`config.mk`:
```
export PLATFORM = sky130hd
export DESIGN_NAME = sar_search_ctrl
export DESIGN_NICKNAME = d
export VERILOG_FILES = /design/src/rtl/sar_search_ctrl.sv
export SDC_FILE = /design/constraint.sdc
export NUM_CORES = 1
export LEC_CHECK = 0
export BUFFER_PORTS_ARGS = -buffer_cell sky130_fd_sc_hd__buf_4
export CAP_MARGIN = 20
export CORE_MARGIN = 2
export CORE_UTILIZATION = 40
export DETAILED_ROUTE_END_ITERATION = 7
export GPL_TIMING_DRIVEN = 0
export HOLD_SLACK_MARGIN = 0.05
export PLACE_DENSITY = 0.68
export SYNTH_ARGS = -nofsm -noshare
export SYNTH_HDL_FRONTEND = slang
export SYNTH_SLANG_ARGS = --single-unit
```
`constraint.sdc`:
```
create_clock -name clk -period 2.51 [get_ports clk]
set_input_delay 0.251 -clock clk [delete_from_list [all_inputs] [get_ports clk]]
set_output_delay 0.251 -clock clk [all_outputs]
set_load 0.005 [all_outputs]
```
`src/rtl/sar_search_ctrl.sv`:
```
// Successive-approximation search controller: drives the comparator probe operand
// and narrows [lo, hi] from the e/g/l answers until it is equal, empty, invalid or overrun.
module sar_search_ctrl #(
    parameter int WIDTH = 4
) (
    input  logic             clk,
    input  logic             rst_n,
    input  logic             start,
    input  logic             cmp_e,
    input  logic             cmp_g,
    input  logic             cmp_l,
    output logic [WIDTH-1:0] probe,
    output logic             busy,
    output logic             done,
    output logic             found,
    output logic             err,
    output logic [WIDTH-1:0] result,
    output logic [WIDTH-1:0] steps
);

    typedef enum logic {
        IDLE,
        EVAL
    } state_t;

    localparam logic [WIDTH-1:0] MAX_VAL    = '1;
    localparam int               STEP_MAX   = WIDTH + 1;
    localparam logic [WIDTH:0]   STEP_LIMIT = STEP_MAX[WIDTH:0];

    state_t           state;
    logic [WIDTH-1:0] lo;
    logic [WIDTH-1:0] hi;

    logic [WIDTH:0]   steps_inc;
    logic [WIDTH-1:0] probe_up;
    logic [WIDTH-1:0] probe_dn;
    logic [WIDTH-1:0] mid_up;
    logic [WIDTH-1:0] mid_dn;
    logic             last_step;

    // Midpoints use a WIDTH+1-bit sum so lo+hi never wraps.
    assign steps_inc = {1'b0, steps} + 1'b1;
    assign probe_up  = probe + 1'b1;
    assign probe_dn  = probe - 1'b1;
    assign mid_up    = WIDTH'(({1'b0, probe_up} + {1'b0, hi}) >> 1);
    assign mid_dn    = WIDTH'(({1'b0, lo} + {1'b0, probe_dn}) >> 1);
    assign last_step = (steps_inc == STEP_LIMIT);

    always_ff @(posedge clk or negedge rst_n) begin
        if (!rst_n) begin
            state  <= IDLE;
            probe  <= '0;
            busy   <= 1'b0;
            done   <= 1'b0;
            found  <= 1'b0;
            err    <= 1'b0;
            result <= '0;
            steps  <= '0;
            lo     <= '0;
            hi     <= '0;
        end else begin
            done <= 1'b0;
            case (state)
                IDLE: begin
                    if (start) begin
                        lo     <= '0;
                        hi     <= MAX_VAL;
                        probe  <= MAX_VAL >> 1;
                        steps  <= '0;
                        found  <= 1'b0;
                        err    <= 1'b0;
                        result <= '0;
                        busy   <= 1'b1;
                        state  <= EVAL;
                    end
                end
                EVAL: begin
                    steps <= steps_inc[WIDTH-1:0];
                    case ({cmp_e, cmp_g, cmp_l})
                        3'b100: begin
                            result <= probe;
                            found  <= 1'b1;
                            done   <= 1'b1;
                            busy   <= 1'b0;
                            state  <= IDLE;
                        end
                        3'b010: begin
                            // An empty range takes priority over the step-overrun check.
                            if (probe == MAX_VAL) begin
                                done  <= 1'b1;
                                busy  <= 1'b0;
                                state <= IDLE;
                            end else if (last_step) begin
                                err   <= 1'b1;
                                done  <= 1'b1;
                                busy  <= 1'b0;
                                state <= IDLE;
                            end else begin
                                lo    <= probe_up;
                                probe <= mid_up;
                            end
                        end
                        3'b001: begin
                            if (probe == '0) begin
                                done  <= 1'b1;
                                busy  <= 1'b0;
                                state <= IDLE;
                            end else if (last_step) begin
                                err   <= 1'b1;
                                done  <= 1'b1;
                                busy  <= 1'b0;
                                state <= IDLE;
                            end else begin
                                hi    <= probe_dn;
                                probe <= mid_dn;
                            end
                        end
                        default: begin
                            err   <= 1'b1;
                            found <= 1'b0;
                            done  <= 1'b1;
                            busy  <= 1'b0;
                            state <= IDLE;
                        end
                    endcase
                end
                default: begin
                    busy  <= 1'b0;
                    state <= IDLE;
                end
            endcase
        end
    end

endmodule

```
Word level (Yosys, flattened, before mapping). Index checks and enable logic that the tools add are counted.

Register bits: 25. Output and inout bits: 16.

Add/sub/neg operators: 5. Bitwise operators: 1. Multiplexer cells: 45. Eq/ne operators: 19. Reduce and logical (&&, ||, !) cells: 8.

Operator list (number): $mux W4 (14); $pmux W4 S2 (6); $mux W1 (16); $pmux W1 S2 (8); $ne A2 B2 Y1 const B (6); $ne A3 B3 Y1 const B (4); $reduce_and A4 Y1 (3); $add A4 B4 Y5 (2); $ne A2 B1 Y1 const B (3); $reduce_and A6 Y1 (1); $add A4 B1 Y5 const B (1); $eq A5 B3 Y1 const B (1); $add A4 B1 Y4 const B (1); $eq A4 B4 Y1 const B (1); $logic_not A4 Y1 (1); $reduce_and A2 Y1 (2); $sub A4 B1 Y4 const B (1); $eq A3 B1 Y1 const B (1); $eq A3 B2 Y1 const B (1); $eq A3 B3 Y1 const B (1); $ne A3 B1 Y1 const B (1); $pmux W1 S3 (1); $reduce_or A2 Y1 (1); $not A1 Y1 (1).

Depth between registers and ports, before layout.
Depth after elaboration: 6. Mapped depth: 10. Depth with buffers taken out: 9.

Worst setup path before layout. Ideal clock, no wire load.

Kind: register to register. Start: register probe[0]. End: register probe[3]. Cell stages (with the launch flop): 11. Data arrival time: 2.060 ns. Clock period less this slack: 2.185 ns. Setup time: 0.125 ns. Buffers on the path: 1. Required time: 2.385 ns. Setup slack: 0.325 ns. Path through: dfrtp_1 > clkbuf_1 > inv_1 > ha_1 > xor2_1 > ha_1 > nor2b_1 > o21a_1 > nor3_1 > a211oi_1 > mux2_4.

Longest elaborated chain between the ends: 6.

Ends and longest elaborated chain: start: declaration (RTL line 12) `output logic [WIDTH-1:0] probe,`; start signal: assignment (RTL line 68) `probe <= MAX_VAL >> 1;`; start signal: assignment (RTL line 100) `probe <= mid_up;`; start signal: assignment (RTL line 115) `probe <= mid_dn;`; $sub A4 B1 Y4 / $add A4 B1 Y4 (equally long branches) (RTL line 44, 43); $add A4 B4 Y5, on equally long branches (RTL line 46, 45); $mux W4, on equally long branches (RTL line 108, 93); $mux W4, on equally long branches (RTL line 104, 89); $pmux W4 S2 (RTL line 79) `case ({cmp_e, cmp_g, cmp_l})`; $pmux W4 S2 (RTL line 63) `case (state)`.

Parallel ways exist; a longest one is shown, timed or not. The select of a mux whose other input is x is not followed. A chain may end at the register's enable or synchronous reset.

Worst setup path in the final report.
Start: register probe[0]. End: register lo[0].

Longest elaborated chain between the ends: 5.

Ends and longest elaborated chain: $add A4 B1 Y4 (RTL line 43) `assign probe_up = probe + 1'b1;`; $mux W4 (RTL line 93) `end else if (last_step) begin`; $mux W4 (RTL line 89) `if (probe == MAX_VAL) begin`; $mux W4 (RTL line 79); $pmux W4 S2 (RTL line 63); end signal: assignment (RTL line 99) `lo <= probe_up;`; end: declaration (RTL line 31) `logic [WIDTH-1:0] lo;`.

Parallel ways exist; a longest one is shown, timed or not. The select of a mux whose other input is x is not followed.

==> reports/results.txt <==
Post-route cell area = 0.00185 mm²
Final worst slack = 0.245 ns
Hold depth = 3
Post-synth net total = 180
Area leader, netlist = dfrtp_1
CTS tree = built
Storage cell area = 627 µm²
CTS max path bufs = 2
Pre-CTS setup slack = 0.00620 ns
Grt peak-use layer = met2
Antenna Nets Post-Route = 0
Top cells by count, synth = 25 x dfrtp_1, 18 x nand2_1, 13 x inv_1
Postcts setup bufs = 0
Worst IR Drop VDD = 467 µV
DR iter-0 viols = 65
Worst hold path startpoint = cmp_e
# diodes = 0
Number of buffers added on ports = 21
Share of post-route cells with drive strength above 1 = 18.6%
Synth-to-Final Area Change = 17.5%
Hold Vio Cnt, Final = 0
Overall routing resource usage = 17.1%
Initial antenna violation count = 0
Unrepaired setup endpoints after global routing = no
Worst r2r src = probe[0]$_DFFE_PN0P_
R2R Path End = lo[0]$_DFFE_PN0P_
Die X = 66.8 µm
P_leak = 0.000844 µW
Post-Route WL = 3390 µm
Clock skew = 0.00665 ns
Via/cell ratio = 5.32
Core Footprint = 0.00372 mm²
Fmax = 0.442 GHz
Worst-path maximum fanout = 11
WHS Endpoint = err$_DFFE_PN0P_
Most common cell in the netlist = dfrtp_1
Total negative slack = 0 ns
Ys async rst share = 100%
Dpl cell area = 0.00179 mm²
Full die area = 0.00446 mm²
Via Count = 1256
Gr ovfl total = 0
Sequential fraction of the synthesis area = 39.7%
Reg2Reg Depth = 5
Footprint of the multi-input gates = 881 µm²
Post-synth EDFFs = 0
Fin. max-slew vios = 0
Drt pass-1 iters = 4
Rows = 22
Synthesized area = 0.00158 mm²
Mapped Avg Cell Area = 9.73 µm²
Total of max-cap violations = 0
H-tree levels = 1
Worst EP required = 2.67 ns
Crit path arrival time = 2.43 ns
Tightest Hold Check Type = in -> reg
Mapped Cells = 162
Routing usage on met3 = 2.36%
Worst Max-Slew Pin Slew = 0.771 ns
Yosys warning total = 0
Vias in the first global route = 1234
Worst setup startpoint = probe[0]$_DFFE_PN0P_
Clock Sinks = 25
Reg clk slew, reported paths = 0.09 ns
Seq cells post-synth = 25
Number of CTS-inserted buffers = 3
Synth top area share = 39.7%
Grt met1 use = 21.4%
R2r setup slk = 0.25 ns
Die span in y = 66.8 µm
PwrDens = 1270 mW/mm²
DRC violations left = 0
Unique cell type count in the Yosys netlist = 41
Final setup viols = 0
Fin crit period = 2.26 ns
Startpoint types = register
Filler cell count in the final layout = 362
Kind of critical path = reg -> reg
Largest cells by area after synthesis = dfrtp_1 40%, ha_1 7.9%, nand2_1 4.3%, mux2i_1 3.8%, xnor2_1 3.3%
Outcome = completed
Final nets = 207
Worst-skew pair later-pin latency = 0.27 ns
Initial Util = 42.4%
GP Congestion = 0.923
Largest net degree at the start of global routing = 26
M2 GR Usage = 29.9%
Global-route wire length before repair = 5700 µm
Crit path capture type = register
Post-route clock period utilization = 90.2%
Detailed Place HPWL = 2590 µm
Clock root buffer = clkbuf_8
Main synth FF type = dfrtp_1
Drt wl/cell = 14.4 µm
I/O pin count = 22
Worst slew margin = 48.2%
==> worst max path at each step <==
stage | end | cells past startpoint
2_1_floorplan | probe[3]$_DFFE_PN0P_ | 10
3_3_place_gp | probe[3]$_DFFE_PN0P_ | 10
3_5_place_dp | probe[3]$_DFFE_PN0P_ | 10
4_1_cts | probe[3]$_DFFE_PN0P_ | 9
5_1_grt | probe[2]$_DFFE_PN0P_ | 9
6_report | lo[0]$_DFFE_PN0P_ | 5
==> cell type report <==
class / instances / share of cell area [%]
Multi-Input combinational cell: 119 / 47.6
Buffer: 4 / 0.946
Inverter: 13 / 2.64
Sequential cell: 25 / 33.9
Timing Repair Buffer: 23 / 9.32
Clock buffer: 4 / 2.43
Tap cell: 48 / 3.24
==> timing repair <==
item | 4_1_cts | 5_1_grt
hold endpoints to repair | 25 | 0
setup endpoints to repair | 2 | 2
hold buffers | 1 | 0
cloned | 0 | 0
resized for setup | 0 | 1
==> flip-flops by register name, indices dropped and copies added, names as in the netlist <==
register / count
hi: 4
probe: 4
steps: 4
lo: 4
result: 4
state: 1
done: 1
err: 1
found: 1
busy: 1
==> stage by stage <==
stage | util [%] | total power [µW] | instances | hold slack, ns
floorplan | - | 1690 | 162 | -0.0446
global placement | 48.3 | 2070 | 231 | 0.170
detailed placement | 48.3 | 2130 | 231 | 0.175
CTS | 49.7 | 2370 | 235 | 0.285
global route | 49.8 | 2570 | 236 | 0.316
finish | 49.8 | 2360 | 236 | 0.286
==> cell families after synthesis <==
| logic type | count (synthesis) | share of synthesized area [%] |
|---|---|---|
| simple gates | 56 | 18.7 |
| compound gates | 30 | 13.6 |
| flops | 25 | 39.7 |
| buf+inv | 18 | 4.44 |
| fa+ha+maj | 12 | 10.5 |
| mux | 11 | 7.62 |
| xor+xnor | 10 | 5.56 |
==> worst max-delay path, cell delays in order, from the launching register on <==
cell and delay (ns):
dfrtp_2 0.50, ha_1 0.25, and3_1 0.21, or4_1 0.49
a21oi_2 0.33, mux2_2 0.38
==> where the power goes <==
group | switching [µW] | internal, µW | leakage, µW
registers | 167 | 563 | 0.000302
clock network | 124 | 113 | 0.0000228
logic | 712 | 679 | 0.000519
==> cell usage in the layout (no fill, tap or decap), types with 4 or more instances in the layout <==
cell type	Yosys	final
dfrtp_1	25	24
buf_4	0	21
nand2_1	18	18
inv_1	13	13
o21ai_0	10	10
ha_1	10	10
nor2_1	9	9
xnor2_1	6	6
mux2i_1	6	6
a21oi_1	5	5
nand2b_1	4	4
xor2_1	4	4
nor3_1	4	4
==> layer usage <==
metal / up-vias / wire length, µm
met4: 0 / 40
met2: 27 / 1690
li1: 610 / -
met3: 4 / 122
met5: - / 0
met1: 615 / 1540
Note: power is estimated with default switching activity, not from simulation.
